[config.mk]
export PLATFORM = sky130hd
export DESIGN_NAME = cache_controller
export DESIGN_NICKNAME = d
export VERILOG_FILES = /design/src/rtl/cache_pkg.sv /design/src/rtl/cache_victim_sel.sv /design/src/rtl/cache_controller.sv
export SDC_FILE = /design/constraint.sdc
export NUM_CORES = 1
export LEC_CHECK = 0
export ABC_AREA = 1
export BUFFER_PORTS_ARGS = -buffer_cell sky130_fd_sc_hd__buf_2
export CAP_MARGIN = 25
export CORE_AREA = 2 2 139 141
export CTS_BUF_LIST = sky130_fd_sc_hd__clkbuf_16
export CTS_CLUSTER_DIAMETER = 80
export DETAILED_ROUTE_END_ITERATION = 12
export DIE_AREA = 0 0 141 143
export PLACE_DENSITY = 0.73
export SLEW_MARGIN = 20
export SYNTH_ARGS = -nofsm -noshare
export SYNTH_HDL_FRONTEND = slang
export SYNTH_SLANG_ARGS = --single-unit
[constraint.sdc]
create_clock -name clk -period 1.4 [get_ports clk]
set_clock_uncertainty 0.15 [all_clocks]
set_input_delay 0.28 -clock clk [delete_from_list [all_inputs] [get_ports clk]]
set_output_delay 0.28 -clock clk [all_outputs]
set_load 0.1 [all_outputs]
[src/rtl/cache_pkg.sv]
// cache_pkg: controller state type and address-split widths shared with the cache decoder.
package cache_pkg;
   typedef enum logic [2:0] {IDLE, LOOKUP, MEM_REQ, MEM_FILL, WRITE, RESPOND} cache_ctrl_state_t;

   function automatic int offset_bits(int words_per_block, int word_bits);
      return $clog2(words_per_block) + $clog2(word_bits / 8);
   endfunction

   function automatic int set_bits(int word_capacity, int words_per_block, int way_count);
      return $clog2(word_capacity / (words_per_block * way_count));
   endfunction

   function automatic int tag_bits(int addr_bits, int word_capacity, int words_per_block,
                                   int way_count, int word_bits);
      return addr_bits - offset_bits(words_per_block, word_bits)
             - set_bits(word_capacity, words_per_block, way_count);
   endfunction
endpackage

[src/rtl/cache_victim_sel.sv]
// cache_victim_sel: per-set round-robin victim pointers, presented as a one-hot way.
module cache_victim_sel import cache_pkg::*; #(
   parameter int SETS = 1,
   parameter int WAYS = 1,
   parameter int SIW  = 1
) (
   input  logic            clk,
   input  logic            reset_n,
   input  logic [SIW-1:0]  set_idx,
   input  logic            advance,
   output logic [WAYS-1:0] way_oh
);
   localparam int VW = WAYS > 1 ? $clog2(WAYS) : 1;

   logic [VW-1:0] ptr_q [SETS];
   logic [VW-1:0] ptr_d [SETS];

   always_comb begin
      ptr_d = ptr_q;
      if (advance)
         ptr_d[set_idx] = (ptr_q[set_idx] == VW'(WAYS - 1)) ? '0 : ptr_q[set_idx] + 1'b1;
   end

   always_ff @(posedge clk or negedge reset_n)
      if (!reset_n) ptr_q <= '{default: '0};
      else ptr_q <= ptr_d;

   assign way_oh = WAYS'(1) << ptr_q[set_idx];
endmodule

[src/rtl/cache_controller.sv]
// cache_controller: read-only cache sequencer; lookup, burst refill on miss,
// round-robin victim write, then re-lookup to return the word.
module cache_controller import cache_pkg::*; #(
   parameter int WORD_CAPACITY   = 8,
   parameter int WORDS_PER_BLOCK = 4,
   parameter int WAY_COUNT       = 1,
   parameter int ADDR_BITS       = 32,
   parameter int WORD_BITS       = 32
) (
   input  logic                                     clk,
   input  logic                                     reset_n,
   input  logic                                     req_valid,
   input  logic [ADDR_BITS-1:0]                     req_addr,
   output logic                                     req_ready,
   output logic                                     rsp_valid,
   output logic [WORD_BITS-1:0]                     rsp_word,
   output logic [ADDR_BITS-1:0]                     cache_address,
   input  logic [WAY_COUNT-1:0]                     cache_hits,
   input  logic [WORD_BITS-1:0]                     cache_rd_word,
   output logic [WORDS_PER_BLOCK-1:0][WORD_BITS-1:0] cache_wr_block,
   output logic [WAY_COUNT-1:0]                     cache_wr_ens,
   output logic                                     mem_req_valid,
   input  logic                                     mem_req_ready,
   output logic [ADDR_BITS-1:0]                     mem_addr,
   input  logic                                     mem_rsp_valid,
   input  logic [WORD_BITS-1:0]                     mem_rsp_word
);
   localparam int OFS  = offset_bits(WORDS_PER_BLOCK, WORD_BITS);
   localparam int SB   = set_bits(WORD_CAPACITY, WORDS_PER_BLOCK, WAY_COUNT);
   localparam int SETS = 1 << SB;
   localparam int SIW  = SB > 0 ? SB : 1;
   localparam int CW   = $clog2(WORDS_PER_BLOCK);

   cache_ctrl_state_t                         state_q, state_d;
   logic [ADDR_BITS-1:0]                      addr_q, addr_d;
   logic [WORD_BITS-1:0]                      rsp_word_q, rsp_word_d;
   logic [WORDS_PER_BLOCK-1:0][WORD_BITS-1:0] fill_q, fill_d;
   logic [CW-1:0]                             cnt_q, cnt_d;
   logic [SIW-1:0]                            set_idx;
   logic [WAY_COUNT-1:0]                      victim_oh;
   logic                                      hit;

   assign hit     = |cache_hits;
   assign set_idx = (SB > 0) ? SIW'(addr_q >> OFS) : '0;

   cache_victim_sel #(.SETS(SETS), .WAYS(WAY_COUNT), .SIW(SIW)) u_victim (
      .clk     (clk),
      .reset_n (reset_n),
      .set_idx (set_idx),
      .advance (state_q == WRITE),
      .way_oh  (victim_oh)
   );

   always_ff @(posedge clk or negedge reset_n)
      if (!reset_n) begin
         state_q    <= IDLE;
         addr_q     <= '0;
         rsp_word_q <= '0;
         fill_q     <= '0;
         cnt_q      <= '0;
      end else begin
         state_q    <= state_d;
         addr_q     <= addr_d;
         rsp_word_q <= rsp_word_d;
         fill_q     <= fill_d;
         cnt_q      <= cnt_d;
      end

   always_comb begin
      state_d = state_q;
      case (state_q)
         IDLE:     if (req_valid) state_d = LOOKUP;
         LOOKUP:   state_d = hit ? RESPOND : MEM_REQ;
         MEM_REQ:  if (mem_req_ready) state_d = MEM_FILL;
         MEM_FILL: if (mem_rsp_valid && cnt_q == CW'(WORDS_PER_BLOCK - 1)) state_d = WRITE;
         WRITE:    state_d = LOOKUP;
         RESPOND:  state_d = IDLE;
         default:  state_d = IDLE;
      endcase
   end

   always_comb begin
      addr_d     = (state_q == IDLE && req_valid) ? req_addr : addr_q;
      rsp_word_d = (state_q == LOOKUP && hit) ? cache_rd_word : rsp_word_q;
      fill_d     = fill_q;
      cnt_d      = (state_q == MEM_REQ && mem_req_ready) ? '0 : cnt_q;
      if (state_q == MEM_FILL && mem_rsp_valid) begin
         fill_d[cnt_q] = mem_rsp_word;
         cnt_d         = cnt_q + 1'b1;
      end
   end

   always_comb begin
      req_ready     = state_q == IDLE;
      rsp_valid     = state_q == RESPOND;
      mem_req_valid = state_q == MEM_REQ;
      cache_wr_ens  = (state_q == WRITE) ? victim_oh : '0;
   end

   assign rsp_word       = rsp_word_q;
   assign cache_address  = addr_q;
   assign cache_wr_block = fill_q;
   assign mem_addr       = {addr_q[ADDR_BITS-1:OFS], {OFS{1'b0}}};

   // The datapath resolves multiple hits to the lowest way, but it signals a broken cache.
   a_single_hit: assert property (@(posedge clk) disable iff (!reset_n)
      (state_q == LOOKUP) |-> $onehot0(cache_hits));
endmodule

Word-level counts from Yosys, hierarchy flattened
Cells that the tools add are included.
{ "classes": {"n_reduce_logical": 10, "muxes": 18, "bitwise_logic": 1, "magnitude_cmp": 4, "shift": 1, "n_eq_ne": 9, "n_addsub": 2} }
{ "op_table": {"columns": ["operator", "n"], "rows": [
  ["128-bit bitwise mux", 1],
  ["32-bit demux with 2-bit select", 1],
  ["32-bit 2-to-1 mux", 1],
  ["3-bit case mux with 5 select lines", 1],
  ["3-bit 2-to-1 mux", 4],
  ["1-bit logical AND", 7],
  ["3-bit by 2-bit equality test with 1-bit output (second input constant)", 2],
  ["3-bit equality test (second input constant)", 2],
  ["1-bit 2-to-1 mux", 6],
  ["2-bit 2-to-1 mux", 2],
  ["2-bit != test (second input constant)", 2],
  ["3-bit by 1-bit equality test with 1-bit output (second input constant)", 1],
  ["3-bit logical NOT", 1],
  ["2-bit by 3-bit less-than comparator with 1-bit output (second input constant)", 1],
  ["3-bit AND reduction", 1],
  ["2-bit by 1-bit adder with 2-bit output (second input constant)", 1],
  ["2-bit bitwise mux", 1],
  ["2-bit equality test (second input constant)", 1],
  ["2-bit by 1-bit greater-or-equal comparator with 1-bit output (second input constant)", 1],
  ["2-bit greater-or-equal comparator (second input constant)", 1],
  ["2-bit by 1-bit less-than comparator with 1-bit output (second input constant)", 1],
  ["2-bit by 1-bit != test with 1-bit output (second input constant)", 1],
  ["1-bit inverter with 2-bit output", 1],
  ["2-bit nonzero test", 1],
  ["other kinds (3)", 3]
]} }
{ "word_totals": {"ff_bits": 199, "wordCells": 55, "output_inout_bits": 228, "inputBits": 102} }

Depth between registers and ports, before layout
{ "depth": {"depth_word": 7, "mapped_depth": 8, "ltp_nobuf": 7} }

By module
A second synthesis with hierarchy kept.
{ "hier_totals": {"hier_cells": 803, "hier_area_um2": 7768.7} }
{ "by_module_without_submodules": {"columns": ["module", "n_inst", "cells_each", "seq_area_each_um2", "area_per_inst_um2"], "rows": [
  ["cache_controller", 1, 801, 4929.7, 7757.4],
  ["cache_victim_sel", 1, 2, 0.0, 11.3]
]} }

Least setup slack after synthesis
No wires, ideal clock.
{ "synth_timing": {"path_type": "register to output", "from": "register state_q[2]", "to": "output rsp_valid", "stages_incl_launch_ff": 3, "required_ps": 970, "path_buffers": 0, "arrival_ps": 2615, "slack_ps": -1645, "path_cell_list": "dfrtp_1 inv_1 nor3_1"} }
{ "synth_via": {"elab_chain_cells": 1} }
{ "synth_rtl": {"columns": ["item", "line_no", "rtl"], "rows": [
  ["start, declared", "cache_controller.sv:34", "cache_ctrl_state_t state_q, state_d;"],
  ["start signal, assigned", "cache_controller.sv:62", "state_q <= state_d;"],
  ["3-bit equality test", "cache_controller.sv:95", "rsp_valid = state_q == RESPOND;"],
  ["end, declared", "cache_controller.sv:15", "output logic rsp_valid,"]
]} }
Every way passes these cells.

Final worst setup path
{ "layout_timing": {"from": "register state_q[0]", "to": "register fill_q, in the netlist cache_wr_block[4]"} }
{ "layout_via": {"elab_chain_cells": 2} }
{ "layout_rtl": {"columns": ["item", "line_no", "rtl"], "rows": [
  ["3-bit by 2-bit equality test with 1-bit output", "cache_controller.sv:87", "if (state_q == MEM_FILL && mem_rsp_valid) begin"],
  ["1-bit logical AND", "cache_controller.sv:87", null],
  ["end signal, assigned", "cache_controller.sv:65", "fill_q <= fill_d;"],
  ["end, declared", "cache_controller.sv:37", "logic [WORDS_PER_BLOCK-1:0][WORD_BITS-1:0] fill_q, fill_d;"]
]} }
Every way passes these cells.
A chain may end at the register's enable or synchronous reset.

==> results_dict.tcl <==
set metrics [dict create \
    violations "setup timing" \
    rsz0062_at_grt "yes" \
    yosysTopAreaCell "dfrtp_1" \
    crit_type "reg2reg" \
    synth_edf_count 0 \
    syn_area_per_cell_sq_um 10.0 \
    slowest_stage "dfrtp_2" \
    crit_fanout 8 \
    synth_top_area_frac 0.613 \
    dieArea_sq_mm 0.0202 \
    hold_viol_final 0 \
    async_flop_share 1.00 \
    cts-root-buf "clkbuf_16" \
    drt-total-wl_microns 35600 \
    post_drt_via_cell_ratio 5.36 \
    syn_to_final_growth_pct 107 \
    max_stage_delay_ns 0.43 \
    cp.depth 12 \
    core-area_sq_mm 0.0186 \
    rows 50 \
    overflow 0 \
    gr-usage-all-layers 0.334 \
    wl_per_cell_microns 22.9 \
    cts_tree "yes" \
    postSynthCellCount 801 \
    drc_errors 0 \
    synth_most_common_cell "nand2_1" \
    synthesis.area_sq_mm 0.00804 \
    drv_slew 0 \
    gp_congestion 0.850 \
    first_pass_iters 5 \
    ys_top_cells_by_count "nand2_1 (301), dfrtp_1 (197), o21ai_1 (83)" \
    cp.arrival_ns 2.07 \
    die_height_microns 143 \
    r2r_cells 12 \
    drive_gt1_frac 0.533 \
    post-dp-hpwl_microns 18300 \
    yosys-top-cells-area "dfrtp_1 (61%), nand2_1 (14%), o21ai_1 (5.2%), o21ai_2 (4.9%), buf_6 (3.4%)" \
    critical_path.top_delay_family "buffers and inverters" \
    routed-via-count 8325 \
    cap_violations 0 \
    cts_made_buffers 17 \
    first_iter_violations 558 \
    yosys_most_used_dff "dfrtp_1" \
    postRouteAntennaNets 0 \
    numClockSinks 197 \
    hold_path.class "in2reg" \
    crit_path_cell_trace "buf_4 -> buf_6 -> nand2_4 -> nor2_4 -> nand2_4 -> inv_8 -> buf_12 -> nand2_8 -> buf_4 -> buf_12 -> nand2_1 -> o21ai_1" \
    period_needed_ns 1.92 \
    portBuffers 325 \
    finalCritPeriodShare 1.37 \
    grt_pass1_wl_microns 51200 \
    fillerInstances 676 \
    setup_slack_ns -0.525 \
    hold-path-cell-count 3 \
    fp.dieW_microns 141 \
    required_ns 1.54 \
    antenna_found_initial 5 \
    htree_levels 4 \
    ys_ff_latch 197 \
    fmax_ghz 0.520 \
    synth_warnings 0 \
    outcome "finished, violations left" \
    regToRegSetupSlack_ns -0.52 \
    final_util 0.896 \
    yosys.cell_types.count 24 \
    start_util 0.433 \
    synth-seq-area-share 0.613 \
    critPathCaptureType "register" \
    fin_tns_setup_ns -96.42 \
    cts_buffer_depth 2 \
    path_clk_slew_ns 0.08 \
    clk_latency_ns 0.42 \
    setup_viol 421 \
    startpoint_type "register" \
    grt_pass1_vias 8944 \
    cp.buffers_inverters 6 \
    final_nets 1407 \
    grt_max_degree 40 \
    io_pins 330 \
]
## metal layers
metal	share of wire	global-route usage	wire length, microns
met5	0.00037	0	13
met4	0.047	0.160	1690
met3	0.066	0.0758	2360
met2	0.54	0.609	19200
met1	0.35	0.371	12300
## repair_timing
item,CTS,global route
buffers inserted,72,14
pin swaps,2,10
gates resized for setup,39,75
hold endpoints to repair,231,1
setup endpoints to repair,414,421
hold buffers,66,1
cloned,21,8
## final timing paths
| path | from | endpoint |
|---|---|---|
| max | state_q[0] | cache_wr_block[4] |
| min | mem_rsp_word[7] | cache_wr_block[71] |
| max reg2reg | state_q[0] | cache_wr_block[4] |
| min reg2reg | rsp_word[15] | rsp_word[15] |
| max in group asynchronous | reset_n | cache_wr_block[88] |
| min in group asynchronous | reset_n | cache_wr_block[95] |
## registers in the layout, indices dropped and copies added, names as in the netlist
register        count
cache_address      32
cache_wr_block    128
rsp_word           32
cnt_q               2
state_q             3
## worst reg2reg max path, cell delays in order (launching register included)
cell     delay, ns
dfrtp_2       0.43
buf_4         0.13
buf_6         0.09
nand2_4       0.05
nor2_4        0.11
nand2_4       0.08
inv_8         0.09
buf_12        0.11
nand2_8       0.07
buf_4         0.16
buf_12        0.13
nand2_1       0.09
o21ai_1       0.10
## cells by family (layout without fill, tap and decap cells)
group | Yosys count | after routing | share of synthesized area
AND/OR/NAND/NOR | 352 | 357 | 0.182
flip-flops | 197 | 197 | 0.613
AO/OA/AOI/OAI | 133 | 133 | 0.104
buffers and inverters | 114 | 619 | 0.0939
adder cells (fa/ha/maj) | 4 | 4 | 0.00623
other | 1 | 8 | 0.000467
## layout make-up
type | count | area [sq um] | share of cell area
Multi-Input combinational cell | 498 | 2830 | 0.170
Sequential cell | 197 | 5040 | 0.303
Antenna cell | 4 | 10.0 | 0.000601
Clock inverter | 15 | 168 | 0.0101
Inverter | 41 | 173 | 0.0104
Clock buffer | 17 | 425 | 0.0256
Tap cell | 234 | 293 | 0.0176
Timing Repair Buffer | 546 | 7710 | 0.463
## cells in the final DEF (no fill, tap or decap), drive strengths merged
| master | count |
|---|---|
| diode | 4 |
| nor2 | 7 |
| o21ai | 132 |
| and2 | 1 |
| clkinvlp | 5 |
| clkbuf | 24 |
| ha | 4 |
| dfrtp | 197 |
| nand2 | 312 |
| dlygate4sd3 | 67 |
| nor3 | 1 |
| nand3 | 36 |
| clkinv | 2 |
| inv | 47 |
| a21oi | 1 |
| buf | 472 |
| conb | 4 |
| bufinv | 2 |
## stage by stage
| stage | instances | setup WS [ns] | hold WS, ns | instance area [sq um] |
|---|---|---|---|---|
| CTS | 1527 | -0.491 | 0.00216 | 16100 |
| global route | 1552 | -0.591 | 0.0161 | 16600 |
| global placement | 1336 | -0.0622 | 0.0884 | 13600 |
| finish | 1552 | -0.525 | 0.0151 | 16600 |
| detailed placement | 1336 | -0.172 | 0.0940 | 13600 |
| floorplan | 804 | -0.323 | -0.166 | 8340 |
Power is not shown: default switching activity piles up to over one toggle a cycle in this logic, so the estimate is an artifact.
